===== src/rtl/ahb_uart_tx.sv =====
// ---------------------------------------------------------------------------
// ahb_uart_tx
//
// This is a transmit-only UART with an AHB-Lite slave port. The bus can:
//   - push bytes into a transmit FIFO,
//   - read the STATUS register,
//   - read and write the 16-bit bit-period DIVISOR register.
// The serial frame is 8N1: one start bit, eight data bits LSB first, and one
// stop bit. Each bit lasts D clocks, where D = DIVISOR. DIVISOR=0 is treated
// as D=1.
//
// Ports
//   clock      : single clock; all state changes on its rising edge
//   nreset     : asynchronous, active-low reset
//   sel        : device select from the bus decoder
//   addr[31:0] : byte address; only bits [3:2] select a register
//   write      : 1 = write, 0 = read
//   trans[1:0] : transfer kind (IDLE/BUSY/NONSEQ/SEQ)
//   size[2:0]  : transfer size; ignored
//   wdata[31:0]: write data, sampled in the data phase
//   ready_in   : bus-wide HREADY
//   rdata[31:0]: read data; zero outside a read data phase
//   ready_out  : HREADYOUT
//   resp       : 0 = OKAY, 1 = ERROR
//   tx         : serial output, idle high
//   irq        : high while the FIFO is empty and the shifter is idle
// ---------------------------------------------------------------------------
module ahb_uart_tx #(
  parameter int FIFO_DEPTH      = 8,
  parameter int DEFAULT_DIVISOR = 16
) (
  input  logic        clock,
  input  logic        nreset,
  input  logic        sel,
  input  logic [31:0] addr,
  input  logic        write,
  input  logic [1:0]  trans,
  input  logic [2:0]  size,
  input  logic [31:0] wdata,
  input  logic        ready_in,
  output logic [31:0] rdata,
  output logic        ready_out,
  output logic        resp,
  output logic        tx,
  output logic        irq
);

  localparam int AW = $clog2(FIFO_DEPTH);
  localparam int CW = AW + 1;
  localparam logic [CW-1:0] FULL_CNT = CW'(FIFO_DEPTH);

  localparam logic [1:0] ST_IDLE  = 2'd0;
  localparam logic [1:0] ST_START = 2'd1;
  localparam logic [1:0] ST_DATA  = 2'd2;
  localparam logic [1:0] ST_STOP  = 2'd3;

  localparam logic [1:0] A_DATA   = 2'd0;
  localparam logic [1:0] A_STATUS = 2'd1;
  localparam logic [1:0] A_DIV    = 2'd2;
  localparam logic [1:0] A_UNMAP  = 2'd3;

  logic            dp_valid_q, dp_write_q, err2_q;
  logic [1:0]      dp_addr_q;
  logic [15:0]     div_q;
  logic [7:0]      mem_q [FIFO_DEPTH];
  logic [AW-1:0]   wr_ptr_q, rd_ptr_q;
  logic [CW-1:0]   count_q;
  logic [1:0]      state_q, state_d;
  logic [7:0]      shift_q, shift_d;
  logic [2:0]      bit_q, bit_d;
  logic [15:0]     baud_q, baud_d, dlat_q, dlat_d;

  logic addr_acc, count_full, dp_err, push, pop, div_we, baud_end;
  logic unused_ok;

  assign unused_ok = ^{size, addr[31:4], addr[1:0], trans[0], wdata[31:16]};

  assign addr_acc   = sel & trans[1] & ready_in;
  assign count_full = (count_q == FULL_CNT);

  // The full check uses the count at the data-phase cycle. A pop in the same
  // cycle does not rescue the write.
  assign dp_err = dp_valid_q & ((dp_addr_q == A_UNMAP) |
                                (dp_write_q & (dp_addr_q == A_STATUS)) |
                                (dp_write_q & (dp_addr_q == A_DATA) & count_full));
  assign push   = dp_valid_q & dp_write_q & (dp_addr_q == A_DATA) & ~count_full;
  assign div_we = dp_valid_q & dp_write_q & (dp_addr_q == A_DIV);
  assign pop    = (state_q == ST_IDLE) & (count_q != '0);

  // An ERROR is two cycles: the first cycle is the data phase itself with
  // ready_out low; err2_q then supplies the closing cycle with ready_out high.
  assign ready_out = ~dp_err;
  assign resp      = dp_err | err2_q;

  always_comb begin
    rdata = '0;
    if (dp_valid_q && !dp_write_q) begin
      case (dp_addr_q)
        A_STATUS: rdata = {23'd0, 5'(count_q), 1'b0, (count_q == '0), count_full,
                           (state_q != ST_IDLE)};
        A_DIV:    rdata = {16'd0, div_q};
        default:  rdata = '0;
      endcase
    end
  end

  always_ff @(posedge clock or negedge nreset) begin
    if (!nreset) begin
      dp_valid_q <= 1'b0;
      dp_write_q <= 1'b0;
      dp_addr_q  <= '0;
      err2_q     <= 1'b0;
      div_q      <= 16'(DEFAULT_DIVISOR);
    end else begin
      dp_valid_q <= addr_acc;
      if (addr_acc) begin
        dp_write_q <= write;
        dp_addr_q  <= addr[3:2];
      end
      err2_q <= dp_err;
      if (div_we) div_q <= wdata[15:0];
    end
  end

  // Pointers wrap naturally because FIFO_DEPTH is a power of two.
  always_ff @(posedge clock or negedge nreset) begin
    if (!nreset) begin
      wr_ptr_q <= '0;
      rd_ptr_q <= '0;
      count_q  <= '0;
    end else begin
      if (push) wr_ptr_q <= wr_ptr_q + 1'b1;
      if (pop)  rd_ptr_q <= rd_ptr_q + 1'b1;
      case ({push, pop})
        2'b10:   count_q <= count_q + 1'b1;
        2'b01:   count_q <= count_q - 1'b1;
        default: count_q <= count_q;
      endcase
    end
  end

  always_ff @(posedge clock) begin
    if (push) mem_q[wr_ptr_q] <= wdata[7:0];
  end

  // The bit period is latched at pop time. A DIVISOR write therefore only
  // affects frames that have not started yet.
  assign baud_end = (baud_q == dlat_q - 16'd1);

  always_comb begin
    state_d = state_q;
    shift_d = shift_q;
    bit_d   = bit_q;
    baud_d  = baud_q;
    dlat_d  = dlat_q;
    case (state_q)
      ST_IDLE: begin
        if (pop) begin
          state_d = ST_START;
          shift_d = mem_q[rd_ptr_q];
          bit_d   = 3'd0;
          baud_d  = 16'd0;
          dlat_d  = (div_q == 16'd0) ? 16'd1 : div_q;
        end
      end
      ST_START: begin
        if (baud_end) begin
          baud_d  = 16'd0;
          state_d = ST_DATA;
        end else begin
          baud_d = baud_q + 16'd1;
        end
      end
      ST_DATA: begin
        if (baud_end) begin
          baud_d  = 16'd0;
          shift_d = {1'b0, shift_q[7:1]};
          bit_d   = bit_q + 3'd1;
          if (bit_q == 3'd7) state_d = ST_STOP;
        end else begin
          baud_d = baud_q + 16'd1;
        end
      end
      default: begin
        if (baud_end) begin
          baud_d  = 16'd0;
          state_d = ST_IDLE;
        end else begin
          baud_d = baud_q + 16'd1;
        end
      end
    endcase
  end

  always_ff @(posedge clock or negedge nreset) begin
    if (!nreset) begin
      state_q <= ST_IDLE;
      shift_q <= '0;
      bit_q   <= '0;
      baud_q  <= '0;
      dlat_q  <= 16'd1;
    end else begin
      state_q <= state_d;
      shift_q <= shift_d;
      bit_q   <= bit_d;
      baud_q  <= baud_d;
      dlat_q  <= dlat_d;
    end
  end

  // tx is decoded from the state, so a reset forces it high immediately.
  assign tx  = (state_q == ST_START) ? 1'b0 :
               (state_q == ST_DATA)  ? shift_q[0] : 1'b1;
  assign irq = (count_q == '0) & (state_q == ST_IDLE);

endmodule


===== config.mk =====
export PLATFORM = sky130hd
export DESIGN_NAME = ahb_uart_tx
export DESIGN_NICKNAME = d
export VERILOG_FILES = /design/src/rtl/ahb_uart_tx.sv
export SDC_FILE = /design/constraint.sdc
export NUM_CORES = 1
export LEC_CHECK = 0
export CORE_ASPECT_RATIO = 1.2
export CORE_UTILIZATION = 50
export CTS_BUF_LIST = sky130_fd_sc_hd__clkbuf_4 sky130_fd_sc_hd__clkbuf_8
export CTS_CLUSTER_SIZE = 24
export DETAILED_ROUTE_END_ITERATION = 10
export GPL_TIMING_DRIVEN = 1
export PLACE_DENSITY = 0.84
export SYNTH_ARGS = -nofsm -noshare
export SYNTH_HDL_FRONTEND = slang
export SYNTH_SLANG_ARGS = --single-unit
export TNS_END_PERCENT = 20

===== constraint.sdc =====
create_clock -name clock -period 2.6 [get_ports clock]
set_input_delay 0.26 -clock clock [delete_from_list [all_inputs] [get_ports clock]]
set_output_delay 0.26 -clock clock [all_outputs]
set_load 0.02 [all_outputs]

### Word level (Yosys, flattened, before mapping)

Memories as Yosys holds them, arrays and structs flattened.
Index checks and enable logic that the tools add are counted.

* bits in registers: 76
* memory bits (writable): 64
* input port bits: 74
* output and inout bits: 36
* word-level logic and storage cells: 89
* memories kept: 1

Memories
* mem_q: depth 8, bits a word 8, read ports 1, clocked after Yosys merged registers in 0, write ports 1, line 65 `logic [7:0] mem_q [FIFO_DEPTH];`

* add/sub/neg operators: 7
* equality and inequality tests: 14
* muxes and demuxes: 23
* bitwise gates (word level): 17
* reduce and logical (&&, ||, !) cells: 14

Operators by type and width (count)
* 2-to-1 mux 16 bit: 4
* 2-to-1 mux 32 bit: 1
* one-hot mux 16 bit (2 select lines): 1
* adder 16 x 1 -> 16 bit, second input constant: 1
* == test 16 bit: 1
* logical NOT 16 bit: 1
* 2-to-1 mux 8 bit: 2
* one-hot mux 8 bit (2 select lines): 1
* subtractor 16 x 1 -> 16 bit, second input constant: 1
* bitwise AND 1 bit: 12
* 2-to-1 mux 2 bit: 5
* adder 3 x 1 -> 3 bit, second input constant: 3
* == test 2 bit, second input constant: 4
* != test 2 bit, second input constant: 4
* one-hot mux 4 bit (2 select lines): 1
* nonzero test 2 bit: 4
* == test 2 x 1 -> 1 bit, second input constant: 3
* 2-to-1 mux 3 bit: 2
* one-hot mux 2 bit (3 select lines): 1
* one-hot mux 3 bit (2 select lines): 1
* AND reduction 5 bit: 1
* adder 4 x 1 -> 4 bit, second input constant: 1
* == test 4 bit, second input constant: 1
* logical NOT 2 bit: 2
* other kinds (11): 17

### Longest topological paths before layout

* word-level depth: 6
* depth in mapped cells: 13
* mapped depth without buffers: 12

### Least setup slack after synthesis

Ideal clock, no wire load.

* path kind: register to register
* start point: reg count_q[1]
* end point: reg count_q[3]
* setup time: 125 ps
* data arrival time: 2692 ps
* required time: 2475 ps
* setup slack: -217 ps
* stages on the path, launching flop included: 13
* path buffers: 2
* clock period less this slack: 2817 ps
* cell sequence: dfrtp_1 nor4_1 nand2b_1 clkbuf_1 inv_1 clkbuf_1 ha_1 ha_1 a21o_1 a21oi_1 xnor2_1 nor2_1 xor2_1

* elaborated cells on any way between the ends: 11
* classes of those cells: add/sub: 2; eq/ne: 3; mux: 1; bitwise: 3; reduce/logical: 2

RTL lines
* start, declared: line 67 `logic [CW-1:0] count_q;`
* start signal, assigned: line 135 `2'b10: count_q <= count_q + 1'b1;`
* start signal, assigned: line 136 `2'b01: count_q <= count_q - 1'b1;`
* start signal, assigned: line 137 `default: count_q <= count_q;`
* nonzero test 4 bit (*): line 88 `assign pop = (state_q == ST_IDLE) & (count_q != '0);`
* bitwise AND 1 bit (*): line 88
* via pop: line 73 `logic addr_acc, count_full, dp_err, push, pop, div_we, baud_end;`
* == test 2 x 1 -> 1 bit / == test 2 bit (equally long branches): line 134 `case ({push, pop})`
* one-hot mux 4 bit (2 select lines) / nonzero test 2 bit (equally long branches)

Mark *: on every way through the listed nets, which the timed path passes. The rest lies on a longest branch.
A chain may end at the register's enable or synchronous reset.

### Final worst setup path

* start point: reg dlat_q[0]
* end point: reg shift_q[2]

* longest elaborated chain between the ends: 4

RTL lines
* start, declared: line 71 `logic [15:0] baud_q, baud_d, dlat_q, dlat_d;`
* start signal, assigned: line 207 `dlat_q <= dlat_d;`
* subtractor 16 x 1 -> 16 bit: line 148 `assign baud_end = (baud_q == dlat_q - 16'd1);`
* == test 16 bit: line 148
* != test 2 bit (no line)
* AND reduction 3 bit (no line)
* end signal, assigned: line 204 `shift_q <= shift_d;`
* end, declared: line 69 `logic [7:0] shift_q, shift_d;`

Every way passes these cells.

==> key figures <==
Outcome
  – Outcome: finished with violations
  – Violated checks: negative setup slack

GRT
  – Largest net degree at the start of global routing: 77
  – GRT overflow: 0
  – First-pass GRT wire length: about 26000 µm
  – Vias in the first global route: slightly below 5000
  – GRT Total Usage: 0.232
  – Initial antenna violation count: 0

Timing
  – Setup violators final: 21
  – Rel. slew slack: 0.372
  – Peak Freq: approximately 0.36 GHz
  – Final worst path period need: between 2000 and 3000 ps
  – Fin crit share: 1.07
  – Unrepaired setup endpoints after global routing: yes
  – Final worst slack: -187 ps
  – Hold_ws: between 400 and 500 ps
  – Max Slew Vio Count: 0
  – Worst-Margin Slew: 942 ps
  – Setup Skew: roughly 14 ps
  – Hold Fails Final Rpt: 0
  – Setup TNS: -1890 ps

Synthesis
  – Sequential area share after synthesis: 0.549
  – Synthesized flop and latch total: 140
  – Synth top area cells: edfxtp_1, dfrtp_1, mux4_2
  – Synthesis warning total: 0
  – Post-Syn Instances: 573
  – Post-synth EDFFs: 64
  – Synth Cell Area: about 7000 µm²
  – Synth cell types: 67
  – Mean area per synthesized cell: 12.2 µm²
  – Post-synth top flop: dfrtp_1
  – Largest area contributor in the netlist: edfxtp_1
  – Yosys top cell area share: 0.276
  – Async set-or-reset flop fraction in the synthesized netlist: 0.543

Clocking
  – Clk slew on worst S/H paths: ~90 ps
  – Clk_lat worst skew: 460 ps
  – Max Root-Sink Buffers: 2
  – CTS tree: built
  – Sink Count: 140
  – Total CTS buffers: 17
  – H-Tree Depth: 4
  – Clk root buf: clkbuf_8

Routing
  – Drt total wl: 15500 µm
  – Per-cell routed wire length: roughly 18 µm
  – Final ANT Viol Nets: 0
  – Residual DRC: 0
  – DR pass1 iterations: 5
  – DR vias: ~4900
  – Initial DRC count: approximately 360
  – Vias per inst: around 5.7

Floorplanning
  – Die H: about 130 µm
  – Die ar.: around 14000 µm²
  – I/O Pins: 110
  – Core area: between 10000 and 15000 µm²
  – Die Wd: 110 µm
  – # rows: 46
  – Initial Util: 0.520

Place
  – Count of input and output buffers: 43
  – Detail Placement HPWL: between 10000 and 15000 µm
  – Setup WS pre-CTS: -389 ps
  – Placed cell count: around 820
  – Gpl congestion: between 0.8 and 0.9

Worst setup path
  – RR Endpoint: shift_q[2]
  – R2R cell count: 12
  – Worst Setup SP: dlat_q[0]
  – CP arrival: approximately 3100 ps
  – Critical-path maximum fanout: 7
  – Crit start category: flop
  – Worst reg-to-reg setup slack: -190 ps
  – Critical Path RT: between 2000 and 3000 ps
  – WS Path Type: reg2reg
  – R2r startpoint: dlat_q[0]
  – Crit path capture: shift_q[2]
  – CP endpoint kind: flop

Power
  – Total power: 0.00874 W
  – Leak pwr: 3.60 nW
  – Maximum VDD drop: roughly 760 µV
  – Power per cell area: about 1000 nW/µm²

Final layout
  – Layout area overhead: 21.9%
  – Most frequent cells in the layout: nand2_1, dfrtp_1, buf_4
  – Diode count: 0
  – Final nets: slightly below 800
  – Post-route insts no fill: 860
  – Most common cell after layout, fill and taps aside: nand2_1
  – Ratio of cells with drive above 1 in the final layout: 0.260

Flow run
  – Max Cap Viol: 0

Hold path
  – Hold WC Path Type: in2reg
[synthesized netlist by cell type, types with 3 or more instances]
master	instances
buf_4	17
xor2_1	11
ha_1	16
buf_6	4
nand4_1	4
nand3b_1	3
xnor2_1	16
edfxtp_1	64
buf_2	3
mux2i_1	13
nor4_1	6
a21oi_1	22
nor3_1	5
dfrtp_1	74
a21o_1	3
mux2_2	21
and3_1	8
and4_1	4
nand2_1	74
a31oi_1	10
nor2_1	23
mux4_2	16
inv_1	19
and2_1	11
o21ai_0	20
a22oi_1	7
clkbuf_1	14
buf_1	4
mux2_4	7
nand3_1	14
nand2b_1	15
[metrics by stage]
stage / utilization / area [µm²]
floorplan: - / 7050
global placement: 0.588 / 7880
detailed placement: 0.588 / 7880
CTS: 0.626 / 8400
global route: 0.634 / 8500
finish: 0.634 / 8500
[area by class of cell]
class | instances | area (µm²)
well taps | 168 | 210
fillers | 913 | 4910
clock inverters | 15 | 191
repair buffers | 114 | 993
flip-flops and latches | 140 | 3830
clock buffers | 17 | 234
inverters | 19 | 71.3
multi-input cells | 387 | 2970
[worst max-delay path, stage by stage, from the launching register on]
cell and delay, ps:
dfstp_2 550, inv_2 50, ha_4 160, nor3b_4 170, buf_4 140, a21o_1 150, a211oi_2 250, o21ai_2 110
a22oi_4 340, nand3_4 130, a21oi_4 190, buf_12 140, mux2_4 300
[routing by layer]
metal	routed length, µm	GRT usage
met3	669	0.0402
met2	8150	0.386
met1	6160	0.296
met5	0	0
met4	497	0.0941
[registers in the layout, summed over array words and instances, names as in the netlist]
name / flops
div_q: 16
dp_write_q: 1
dlat_q: 16
err2_q: 1
wr_ptr_q: 3
dp_addr_q: 2
bit_q: 3
count_q: 4
state_q: 2
rd_ptr_q: 3
baud_q: 16
shift_q: 8
dp_valid_q: 1
mem_q: 64
[cells by family (layout without fill, tap and decap cells)]
logic type,count (synthesis),in the layout,share of synthesized area
and+or+nand+nor,186,186,0.140
DFF,140,140,0.549
AOI/OAI and AO/OA,83,83,0.0775
buffers and inverters,61,165,0.0468
muxes,58,58,0.121
xor gates and xnor gates,27,27,0.0339
adders and majority gates,17,17,0.0316
other,1,16,0.000538
[worst min-delay path by stage]
stage | to | startpoint | cells past startpoint | slack (ps)
finish | dp_addr_q[0] | addr[2] | 2 | 410
global route | div_q[8] | wdata[8] | 2 | 420
CTS | dp_addr_q[0] | addr[2] | 2 | 400
detailed placement | div_q[11] | nreset | 1 | 480
global placement | div_q[11] | nreset | 1 | 450
floorplan | baud_q[0] | nreset | 0 | -40
[timing repair]
action | CTS | global route
buffers inserted | 5 | 6
pin swaps | 8 | 8
gates resized for setup | 16 | 16
hold buffers | 1 | 0
endpoints found under the setup margin | 32 | 37
endpoints found under the hold margin | 38 | 0
[power breakdown]
group | leakage [nW] | switching (W) | total, W | internal, W
Combinational | 1.87 | 0.00185 | 0.00368 | 0.00182
Clock | 0.213 | 0.000994 | 0.00182 | 0.000829
Sequential | 1.52 | 0.000475 | 0.00324 | 0.00276
No activity file was read; power rests on OpenSTA's default activity.
==> variant 1 (config.mk and constraints unchanged) <==
One comparison of `count_q` changes from == to >=.
--- a/src/rtl/ahb_uart_tx.sv
+++ b/src/rtl/ahb_uart_tx.sv
@@ -77,5 +77,5 @@
 
   assign addr_acc   = sel & trans[1] & ready_in;
-  assign count_full = (count_q == FULL_CNT);
+  assign count_full = (count_q >= FULL_CNT);
 
   // The full check uses the count at the data-phase cycle. A pop in the same
Check against the original RTL: same outputs for any inputs over 4 cycles, from zero or initial values and one cycle with nreset low; that may be too few to reach the edited logic, so the function may still have changed.
==> variant 1 against the original RTL <==
- the run still ends with setup timing left
- routed wire length up 9.9%
- global-route usage up 1.6 points
- die area about the same
- cell area up 3.7%
- setup slack worse by 0.36 ns
- sequential cell count unchanged
- via count up 6.2%
- non-clock buffer count up 15
- total power down 1.6%
- area after synthesis about the same
==> variant 1: results (changes against the original RTL) <==
The setup slack of the worst register-to-register path is -0.54 ns (-0.36 ns), and the mux share of post-synthesis cell area is 0.116 (-0.00525). The area growth from synthesis to layout is 26.3%. The routed length on met3 was 714 um (+6.7%).

Counting instances in the post-synthesis netlist gives the leading cell types as 76 x sky130_fd_sc_hd__nand2_1, 74 x sky130_fd_sc_hd__dfrtp_1, 64 x sky130_fd_sc_hd__edfxtp_1. The logs give 11.4 mm (+8.0%) for the sum of net half-perimeters after detailed placement and 1.90 mW (+4%) for the power in the clock group. The count of different cell masters after synthesis was 63 (-6.0%); the netlist area before placement was 0.00698 mm2 (about the same).

Total number of sequential cells: 140 (unchanged). The number of nets in the layout is 805 (+4.5%), and the count of endpoints failing setup in the final report is 29 (+38%). The non-clock buffer contribution to total cell area came out at 0.130 (+0.0136). The logs give 403 (+4.1%) for the layout multi-input combinational cell count and 0.772 mV (+1.4%) for the worst-case vdd ir drop. The via count of the first global-routing pass was 5150 (+3.9%). The tools report the terminus of the critical flop-to-flop path as state_q[1].

The final reports fail on setup timing. For the standard cell area after detailed placement, the log shows 0.00800 mm2 (+1.5%). The number of signal-net buffers in the layout was 129 (+13%); the clock skew was 0.00962 ns (-0.00412 ns).

The tools report the multi-input gate area in the final layout as 0.00310 mm2 (+4.5%). The slew of the pin with the lowest slew margin was 0.765 ns (-0.176 ns); the leakage component of the power was 3.93 nW (+9.2%). The maximum fanout count along the critical path works out to 2 (-5).

The fraction of the mapped netlist area in compound gates was 0.0793 (+0.00177); the overall routed net length was 17.0 mm (+9.9%). The register share of the cell area is 0.435 (-0.0158). For the maximum number of pins on one net before global-route repair, the log shows 44 (-43%). The run finished, with violations left. The switching share of power is 0.371 (-0.00918), and the global-route usage over all layers is 0.248 (+0.0159).

The tools report the met1 demand-to-capacity share in global routing as 0.309 (+0.0138). The tools report the combinational power as 3.43 mW (-6.8%). The setup slack after layout was -0.545 ns (-0.358 ns); the share of post-route cells with drive strength above 1 was 0.275 (+0.0150). The routed metal-1 wire length was 6.71 mm (+8.8%). The number of fillers in the final layout is 905 (-0.88%), and the clock network contribution to total cell area is 0.0491 (-0.000939).

The data arrival time at the worst-slack endpoint is 3.50 ns (+0.37 ns), and the post-synthesis xor/xnor area fraction is 0.0346 (+0.000705). Met2 routing resource usage after global routing: 0.408 (+0.0226). The length in cells of the worst reg-to-reg path was 11 (-1).

Among cell families on the critical path, the largest total delay comes from simple AND/OR/NAND/NOR gates. The logs give 8.94 mm (+9.7%) for the routed wire length on met2 and 0.549 (about the same) for the sequential-to-total area share from yosys stat. The worst hold slack came out at 0.344 ns (-0.0654 ns). The final weighted congestion in routability-driven placement is 0.975 (+10%).
[variant 1: cell types whose count changed after synthesis, moves of 6 or more]
cell / unedited run / this run
sky130_fd_sc_hd__nand2b_1: 15 / 7
sky130_fd_sc_hd__o21ai_0: 20 / 38
sky130_fd_sc_hd__mux2_4: 7 / 0
sky130_fd_sc_hd__a31oi_1: 10 / 4
sky130_fd_sc_hd__nor2b_1: 2 / 9
sky130_fd_sc_hd__mux2_2: 21 / 27
sky130_fd_sc_hd__nor2_1: 23 / 35
sky130_fd_sc_hd__a21oi_1: 22 / 10
[variant 1: repair_timing]
item                                    4_1_cts  5_1_grt
endpoints found under the hold margin        40        0
setup buffers                                 9        7
cloned                                        1        1
hold buffers                                  1        0
endpoints found under the setup margin       41       49
resized for setup                            18       59
pin swaps                                    11        4
[variant 1: worst reg2reg max path, stage by stage (launching register included)]
cell and delay [ns]:
sky130_fd_sc_hd__dfstp_2 0.55, sky130_fd_sc_hd__inv_1 0.06, sky130_fd_sc_hd__ha_1 0.30, sky130_fd_sc_hd__xor2_1 0.17, sky130_fd_sc_hd__nand2_1 0.12, sky130_fd_sc_hd__a2111oi_4 0.34
sky130_fd_sc_hd__nand4_1 0.19, sky130_fd_sc_hd__buf_4 0.18, sky130_fd_sc_hd__o41ai_2 0.35, sky130_fd_sc_hd__nand2_1 0.16, sky130_fd_sc_hd__nor4b_4 0.28, sky130_fd_sc_hd__mux2_4 0.32
[variant 1: kinds of logic after synthesis]
| kind of cell | count (synthesis) |
|---|---|
| other cells | 1 |
| flops | 140 |
| xor+xnor | 26 |
| mux | 57 |
| buf+inv | 64 |
| simple gates | 201 |
| compound gates | 85 |
| fa+ha+maj | 17 |
[variant 1: stage by stage]
stage / setup WS (ns) / power, mW / setup TNS [ns] / std cells
after CTS: -0.354 / 8.40 / -6.28 / 887
after global routing: -0.639 / 9.08 / -9.93 / 895
after floorplan: -0.275 / 5.15 / -2.42 / 606
after global placement: -0.346 / 6.12 / -6.77 / 844
final: -0.545 / 8.60 / -7.18 / 895
after detailed placement: -0.427 / 6.25 / -8.84 / 844
[variant 1: worst max-delay path by stage]
| stage | slack [ns] | endpoint | cells after the start | start |
|---|---|---|---|---|
| 2_1_floorplan | -0.27 | state_q[1] | 9 | dlat_q[8] |
| 3_3_place_gp | -0.35 | state_q[1] | 10 | dlat_q[0] |
| 3_5_place_dp | -0.43 | state_q[1] | 10 | dlat_q[1] |
| 4_1_cts | -0.35 | state_q[1] | 10 | dlat_q[0] |
| 5_1_grt | -0.64 | state_q[1] | 9 | dlat_q[3] |
| 6_report | -0.54 | state_q[1] | 11 | dlat_q[0] |
==> variant 2 (same flow settings) <==
Without the edit above. Change the parameter `FIFO_DEPTH` from 8 to 16.
--- a/src/rtl/ahb_uart_tx.sv
+++ b/src/rtl/ahb_uart_tx.sv
@@ -27,5 +27,5 @@
 // ---------------------------------------------------------------------------
 module ahb_uart_tx #(
-  parameter int FIFO_DEPTH      = 8,
+  parameter int FIFO_DEPTH      = 16,
   parameter int DEFAULT_DIVISOR = 16
 ) (
Function: same outputs for any inputs over 4 cycles, from zero or initial values and one cycle with nreset low; that may be too few to reach the edited logic, so the function may still have changed.
==> variant 2 against the original RTL <==
- the flow still finishes with violations (setup timing)
- sequential cell count rose by 67
- area after synthesis rose by 36%
- total power rose by 21%
- die area rose by 35%
- setup slack improved by 0.043 ns
- cell area rose by 34%
- routed wire length rose by 24%
- critical path type unchanged
- largest power group is now sequential cells
==> variant 2: results (changes against the original RTL) <==
The run finished, with violations left. The final reports fail on setup timing. The clock network latency to the later pin of the worst-skew pair is 0.53 ns (+0.07 ns), and the global-route usage over all layers is 0.209 (-0.0231).

For the final weighted congestion in routability-driven placement, the log shows 0.821 (-7.4%). The tools report the setup slack after layout as -0.144 ns (+0.0434 ns). By count the netlist is led by 128 x sky130_fd_sc_hd__edfxtp_1, 77 x sky130_fd_sc_hd__dfrtp_1, 62 x sky130_fd_sc_hd__nand2_1. Clock transition at the registers of the reported paths: 0.07 ns (-0.02 ns). The per-cell via count in the routed design is 5.45 (-4.7%), and the routed wire length on met2 is 10.0 mm (+23%). The maximum fanout count along the critical path came out at 8 (+1).

In the post-synthesis netlist, the biggest area contributors are sky130_fd_sc_hd__edfxtp_1 41%, sky130_fd_sc_hd__dfrtp_1 20%, sky130_fd_sc_hd__mux4_2 7.9%, sky130_fd_sc_hd__mux2_2 3.5%, sky130_fd_sc_hd__ha_1 2.6%. The relative contribution of the clock network to total power came out at 0.278 (+0.069). The path class of the tightest hold or removal check is input pin to async pin.

The count of placed standard cells including taps came out at 987 (+21%). The logs give 12.8 mm (+22%) for the sum of net half-perimeters after detailed placement and 7.31 mW (+35%) for the internal power of the cells. For the routed length on met3, the log shows 974 um (+46%). The number of standard cells in the layout, taps in and fillers out was 1053 (+22%). The number of flip-flops in the largest register is 128 (+100%). The starting DRC count in detailed routing was 402 (+11%); the relative max-transition margin was 0.516 (+0.144). The leakage component of the power is 4.48 nW (+24%), and the number of fillers in the final layout is 1336 (+46%).

Data arrival time at the worst-slack endpoint: 3.16 ns (+0.03 ns). The final sum of negative setup slack came out at -1.02 ns (+0.869 ns). The count of endpoints failing setup in the final report was 10 (-52%); the CTS buffer count was 35 (+18). The maximum clock insertion buffer count was 3 (+1); the maximum number of pins on one net before global-route repair was 58 (-25%).
==> variant 2: cell types whose count changed in the layout (fill, tap and decap cells not counted), moves of 13 or more <==
cell                       change
sky130_fd_sc_hd__a21oi_1      -13
sky130_fd_sc_hd__and2_1       +14
sky130_fd_sc_hd__buf_4        -19
sky130_fd_sc_hd__clkbuf_8     +23
sky130_fd_sc_hd__edfxtp_1     +64
sky130_fd_sc_hd__mux4_2       +17
sky130_fd_sc_hd__nand2_1      -13
==> variant 2: cell families after synthesis <==
group | count (synthesis) | share of synthesized area
fa+ha+maj | 21 | 0.0286
mux | 78 | 0.131
buf+inv | 68 | 0.0348
flops | 207 | 0.615
simple gates | 200 | 0.110
xor+xnor | 41 | 0.0379
other cells | 1 | 0.000396
compound gates | 55 | 0.0424
==> variant 2: cell type report <==
type,instances,area [um2],area share
clock buffer,48,611,0.0538
multi-input combinational,411,3530,0.311
sequential,207,5830,0.513
timing repair buffer,97,882,0.0777
clock inverter,15,111,0.00980
inverter,23,86.3,0.00760
tap,252,315,0.0278
==> variant 2: repair_timing <==
item	4_1_cts	5_1_grt
endpoints found under the setup margin	33	38
pin swaps	12	9
setup buffers	2	0
resized for setup	28	11
hold buffers	1	0
endpoints found under the hold margin	53	0
==> variant 2: worst paths after layout <==
| kind | startpoint | end | slack (ns) | cells past startpoint |
|---|---|---|---|---|
| min in group clock | wdata[13] | div_q[13] | 0.35 | 2 |
| max in group asynchronous | nreset | baud_q[7] | 1.59 | 3 |
| setup reg to reg | dlat_q[1] | shift_q[5] | -0.14 | 11 |
| hold reg to reg | shift_q[5] | shift_q[5] | 0.50 | 1 |
| hold / removal | nreset | state_q[1] | 0.32 | 2 |
| setup / recovery | dlat_q[1] | shift_q[5] | -0.14 | 11 |
